## src/rtl/div_pkg.sv

```systemverilog
// Shared types and constants for the divisible-by-12 sharing arbiter and its checker.
package div_pkg;

    typedef enum logic [1:0] {
        IDLE = 2'd0,
        EVAL = 2'd1,
        RESP = 2'd2
    } div_state_e;

    localparam int DIV_OP_W = 4;

    localparam logic [DIV_OP_W-1:0] DIV_HIT_A = 4'd0;
    localparam logic [DIV_OP_W-1:0] DIV_HIT_B = 4'd12;

endpackage

```

## src/rtl/div12_check.sv

```systemverilog
// Combinational 4-bit divisible-by-3-and-4 checker built from NOR terms.
// Zero latency; no flow control. The output is 1 only for 0 and 12.
module div12_check
    import div_pkg::*;
(
    input  logic [DIV_OP_W-1:0] op_i,
    output logic                div_o
);

    logic both_lo;
    logic n3;
    logic n2;
    logic both_hi;
    logic hi_ne;

    // The top two bits must match; the low two bits must be zero.
    assign both_lo = ~(op_i[3] | op_i[2]);
    assign n3      = ~(op_i[3] | op_i[3]);
    assign n2      = ~(op_i[2] | op_i[2]);
    assign both_hi = ~(n3 | n2);
    assign hi_ne   = ~(both_lo | both_hi);
    assign div_o   = ~(hi_ne | op_i[1] | op_i[0]);

endmodule

```

## src/rtl/div12_share_arbiter.sv

```systemverilog
// Round-robin share of one div12 checker; grant-to-valid 2 cycles, one txn per 3 cycles.
// A stalled response (rsp_ready_i low) holds RESP and blocks all further grants.
module div12_share_arbiter
    import div_pkg::*;
#(
    parameter int NUM_REQ = 4,
    parameter int ID_W    = $clog2(NUM_REQ),
    parameter int STAT_W  = 8
) (
    input  logic                         clk_i,
    input  logic                         rst_i,
    input  logic [NUM_REQ-1:0]           req_i,
    input  logic [DIV_OP_W*NUM_REQ-1:0]  data_i,
    output logic [NUM_REQ-1:0]           gnt_o,
    output logic                         rsp_valid_o,
    input  logic                         rsp_ready_i,
    output logic [ID_W-1:0]              rsp_id_o,
    output logic [DIV_OP_W-1:0]          rsp_data_o,
    output logic                         rsp_div_o,
    output logic                         busy_o,
    output logic [STAT_W-1:0]            req_cnt_o,
    output logic [STAT_W-1:0]            hit_cnt_o
);

    localparam int PW = ID_W + 1;

    localparam logic [1:0] S_IDLE = 2'(IDLE);
    localparam logic [1:0] S_EVAL = 2'(EVAL);
    localparam logic [1:0] S_RESP = 2'(RESP);

    // Returns {found, index}: first set request at or above ptr, wrapping.
    function automatic logic [PW-1:0] rr_pick(input logic [NUM_REQ-1:0] req,
                                              input logic [ID_W-1:0]    ptr);
        logic [PW-1:0] res;
        logic [PW-1:0] idx;
        res = '0;
        for (int i = NUM_REQ - 1; i >= 0; i--) begin
            idx = {1'b0, ptr} + PW'(i);
            if (idx >= PW'(NUM_REQ)) begin
                idx = idx - PW'(NUM_REQ);
            end
            if (req[idx[ID_W-1:0]]) begin
                res = {1'b1, idx[ID_W-1:0]};
            end
        end
        return res;
    endfunction

    logic [1:0]           state_q,   state_d;
    logic [ID_W-1:0]      ptr_q,     ptr_d;
    logic [DIV_OP_W-1:0]  op_q,      op_d;
    logic [ID_W-1:0]      id_q,      id_d;
    logic                 div_q,     div_d;
    logic [STAT_W-1:0]    req_cnt_q, req_cnt_d;
    logic [STAT_W-1:0]    hit_cnt_q, hit_cnt_d;

    logic [PW-1:0]        pick;
    logic                 pick_vld;
    logic [ID_W-1:0]      pick_idx;
    logic [NUM_REQ-1:0]   gnt_c;
    logic                 chk_div;

    assign pick     = rr_pick(req_i, ptr_q);
    assign pick_vld = pick[ID_W];
    assign pick_idx = pick[ID_W-1:0];

    div12_check u_check (
        .op_i  (op_q),
        .div_o (chk_div)
    );

    always_comb begin
        state_d   = state_q;
        ptr_d     = ptr_q;
        op_d      = op_q;
        id_d      = id_q;
        div_d     = div_q;
        req_cnt_d = req_cnt_q;
        hit_cnt_d = hit_cnt_q;
        gnt_c     = '0;
        case (state_q)
            S_IDLE: begin
                if (pick_vld) begin
                    gnt_c[pick_idx] = 1'b1;
                    op_d            = data_i[pick_idx*DIV_OP_W +: DIV_OP_W];
                    id_d            = pick_idx;
                    ptr_d           = (pick_idx == ID_W'(NUM_REQ - 1)) ? '0
                                                                       : pick_idx + ID_W'(1);
                    state_d         = S_EVAL;
                end
            end
            S_EVAL: begin
                div_d   = chk_div;
                state_d = S_RESP;
            end
            S_RESP: begin
                if (rsp_ready_i) begin
                    if (req_cnt_q != {STAT_W{1'b1}}) begin
                        req_cnt_d = req_cnt_q + STAT_W'(1);
                    end
                    if (div_q && (hit_cnt_q != {STAT_W{1'b1}})) begin
                        hit_cnt_d = hit_cnt_q + STAT_W'(1);
                    end
                    state_d = S_IDLE;
                end
            end
            default: begin
                state_d = S_IDLE;
            end
        endcase
    end

    always_ff @(posedge clk_i) begin
        if (rst_i) begin
            state_q   <= S_IDLE;
            ptr_q     <= '0;
            op_q      <= '0;
            id_q      <= '0;
            div_q     <= 1'b0;
            req_cnt_q <= '0;
            hit_cnt_q <= '0;
        end else begin
            state_q   <= state_d;
            ptr_q     <= ptr_d;
            op_q      <= op_d;
            id_q      <= id_d;
            div_q     <= div_d;
            req_cnt_q <= req_cnt_d;
            hit_cnt_q <= hit_cnt_d;
        end
    end

    // Grant is suppressed under reset so no capture is ever advertised then.
    assign gnt_o       = rst_i ? '0 : gnt_c;
    assign rsp_valid_o = (state_q == S_RESP);
    assign busy_o      = (state_q != S_IDLE);
    assign rsp_id_o    = id_q;
    assign rsp_data_o  = op_q;
    assign rsp_div_o   = div_q;
    assign req_cnt_o   = req_cnt_q;
    assign hit_cnt_o   = hit_cnt_q;

endmodule

```

## config.mk

```make
export PLATFORM = sky130hd
export DESIGN_NAME = div12_share_arbiter
export DESIGN_NICKNAME = d
export VERILOG_FILES = /design/src/rtl/div_pkg.sv /design/src/rtl/div12_check.sv /design/src/rtl/div12_share_arbiter.sv
export SDC_FILE = /design/constraint.sdc
export NUM_CORES = 1
export LEC_CHECK = 0
export BUFFER_PORTS_ARGS = -buffer_cell sky130_fd_sc_hd__buf_2
export CORE_AREA = 2 2 56 58
export CTS_BUF_LIST = sky130_fd_sc_hd__clkbuf_4 sky130_fd_sc_hd__clkbuf_8
export DETAILED_ROUTE_END_ITERATION = 7
export DIE_AREA = 0 0 58 60
export GPL_ROUTABILITY_DRIVEN = 0
export GPL_TIMING_DRIVEN = 1
export HOLD_SLACK_MARGIN = 0.02
export PLACE_DENSITY = 0.88
export REMOVE_ABC_BUFFERS = 1
export SYNTH_ARGS = -nofsm -noshare
export SYNTH_HDL_FRONTEND = slang
export SYNTH_HIERARCHICAL = 1
export SYNTH_SLANG_ARGS = --single-unit
```

## constraint.sdc

```tcl
create_clock -name clk_i -period 1.7 [get_ports clk_i]
set_input_delay 0 -clock clk_i [delete_from_list [all_inputs] [get_ports clk_i]]
set_output_delay 0 -clock clk_i [all_outputs]
set_load 0.01 [all_outputs]
```

==> metrics <==
status finished clean; Hold Vio Cnt, Final 0; yosys warns 6; TritonRoute pass-1 iters 4; CTS root buffer clkbuf_4; main flop type after synthesis dfxtp_1; Slew headroom 0.670; sequential share of the synthesized area 0.388; Vias 1,363; placed inst area 1680 µm²; critical path launch point ptr_q[0]; startpoint types register; total wire length 3700 µm; cts bufs inserted 3; Clock Path Buffers 2; largest net degree at the start of global routing 29; initial antenna violation count 0; clk slew on worst S/H paths 140 ps; layout net count 251; crit path DAT 1700 ps; DR WL/cell 14.4 µm; Pins Over Slew Limit 0; crit-path max FO 6; Vias/cell 5.30; first-pass GRT wire length 5650 µm; worst hold start rst_i; Post-Synth XOR/XNOR Area 0.0944; Final Setup Violations 0; Mapped Area 1390 µm²; vias in the first global route 1,284; chip height 60 µm; adder-cell share of the synthesized area 0.0270; Cell variety after synth 34; total of max-cap violations 0; maximum clock frequency 589 MHz; WP data required 1700 ps; synthesized flop and latch total 27; Post-synth EDFFs 0; grt ovf 0; Post-Synth Simple-Gate Area 0.228; synthesized instance count 148; mux contribution to synthesized area 0.0935; total power 1.47 mW; die width 58 µm; worst ir drop on vdd 0.680 mV; PwrDens 754 nW/µm²; Layout Cell Area excl Fill 1950 µm²; post-detail-place hpwl 2230 µm; Leakage 0.930 nW; Clock Sinks 27; share of cells above drive strength 1 0.353; H-tree Lvls 1; starting density of the core 0.479; DRC violation count after routing 0; Syn Area/Cell 9.40 µm²; fin crit period 1700 ps; unrepaired setup endpoints after global routing true; Core ar. 2900 µm²; Final period util 0.999; largest family of logic cells by synthesized area simple AND/OR/NAND/NOR gates; Starting DRT DRC Count 48; row cnt 20; Post-DRT Antenna Nets 0; Port Buf Inserts 51; I/O pin count 52; n_diodes 0; CP Class register to primary output; worst min path class input port to register; Reg2Reg Launch Point state_q[0]; Synth Area in Compound Gates 0.128; DIE AREA 3480 µm²; crit end category primary output; clock insertion delay at the later pin of the skew report 310 ps; area added between synthesis and finish 40.5%; Slew @ Worst Pin 495 ps; CTS tree built; Clock Skews 3.99 ps; total track usage 0.212; Post-synth ARST share 0
-- what timing repair did --
item | in CTS | in global routing
pin swaps | 1 | 4
endpoints found under the hold margin | 5 | 0
endpoints found under the setup margin | 3 | 4
hold buffers | 17 | 0
gates resized for setup | 4 | 6
setup buffers | 3 | 3
-- path summary, 6_finish.rpt --
check | cells past startpoint | endpoint | slack (ps)
worst max register to register | 6 | rsp_data_o[1] | 140
worst min register to register | 2 | rsp_id_o[0] | 480
worst max-delay path | 5 | gnt_o[0] | 1
worst min-delay path | 2 | hit_cnt_o[6] | 120
-- registers in the layout, summed over array words and instances, names as in the netlist --
| register | cells |
|---|---|
| rsp_data_o | 4 |
| rsp_div_o | 1 |
| rsp_id_o | 2 |
| ptr_q | 2 |
| req_cnt_o | 8 |
| hit_cnt_o | 8 |
| state_q | 2 |
-- cell families after synthesis --
| group | count (synthesis) |
|---|---|
| multiplexers | 13 |
| adder cells (fa/ha/maj) | 3 |
| AO/OA/AOI/OAI | 20 |
| XOR/XNOR | 15 |
| AND/OR/NAND/NOR | 59 |
| buffers and inverters | 11 |
| flip-flops | 27 |
-- power by group --
part           switching (mW)  total, mW  internal (mW)  leakage (nW)
clock network           0.179      0.286          0.108        0.0184
logic                   0.227      0.459          0.232         0.691
registers              0.0458      0.728          0.682         0.221
-- per-stage QoR --
| stage | utilization | std cells | worst slack [ps] | TNS, ps | hold WS (ps) |
|---|---|---|---|---|---|
| after global placement | 0.578 | 230 | 245 | 0 | 305 |
| after CTS | 0.659 | 254 | 14.5 | 0 | 124 |
| final | 0.673 | 257 | 0.989 | 0 | 122 |
| after floorplan | - | 143 | 147 | 0 | 54.1 |
| after global routing | 0.673 | 257 | -78.2 | -167 | 132 |
| after detailed placement | 0.578 | 230 | 185 | 0 | 315 |
-- layer usage --
layer,wire [µm],vias up,track usage
met5,0,-,0
met4,12,0,0.0565
met3,275,2,0.0563
met2,1740,50,0.362
met1,1670,638,0.265
li1,-,673,-
-- synthesized netlist by cell type, drive strengths merged, types with 3 or more instances --
cell | instances | share of area
xor2 | 10 | 0.063
xnor2 | 5 | 0.031
nand2b | 5 | 0.022
dfxtp | 27 | 0.39
nand3 | 5 | 0.018
ha | 3 | 0.027
clkbuf | 3 | 0.0081
nand2 | 6 | 0.016
a21oi | 7 | 0.025
inv | 6 | 0.016
nand4 | 3 | 0.013
nand3b | 5 | 0.027
mux2i | 13 | 0.094
nor2 | 22 | 0.065
and3 | 3 | 0.013
o221ai | 4 | 0.025
-- final cells by class --
cell class,count,area (µm²)
fillers,216,948
multi-input cells,110,820
flip-flops and latches,27,544
repair buffers,77,497
well taps,33,41.3
clock buffers,4,30.0
inverters,6,22.5
-- cell usage in the layout, fill, tap and decap left out, types with 3 or more instances in the layout --
cell,count
mux2i_1,13
xnor2_1,5
and3_1,3
a21oi_1,6
inv_1,5
nand3_1,5
o221ai_1,4
nor2_1,21
dfxtp_1,24
xor2_1,10
nand4_1,3
clkbuf_4,4
nand3b_1,5
dfxtp_2,3
nand2b_1,4
buf_2,51
nand2_1,6
dlygate4sd3_1,17
buf_4,8
-- worst max-delay path, cell delays in order, from the launching register on --
cell and delay (ps):
dfxtp_2 350, nand2b_1 160, a21oi_1 300, a21oi_4 80, nor4_1 300, buf_2 190
No activity file was read; power rests on OpenSTA's default activity.
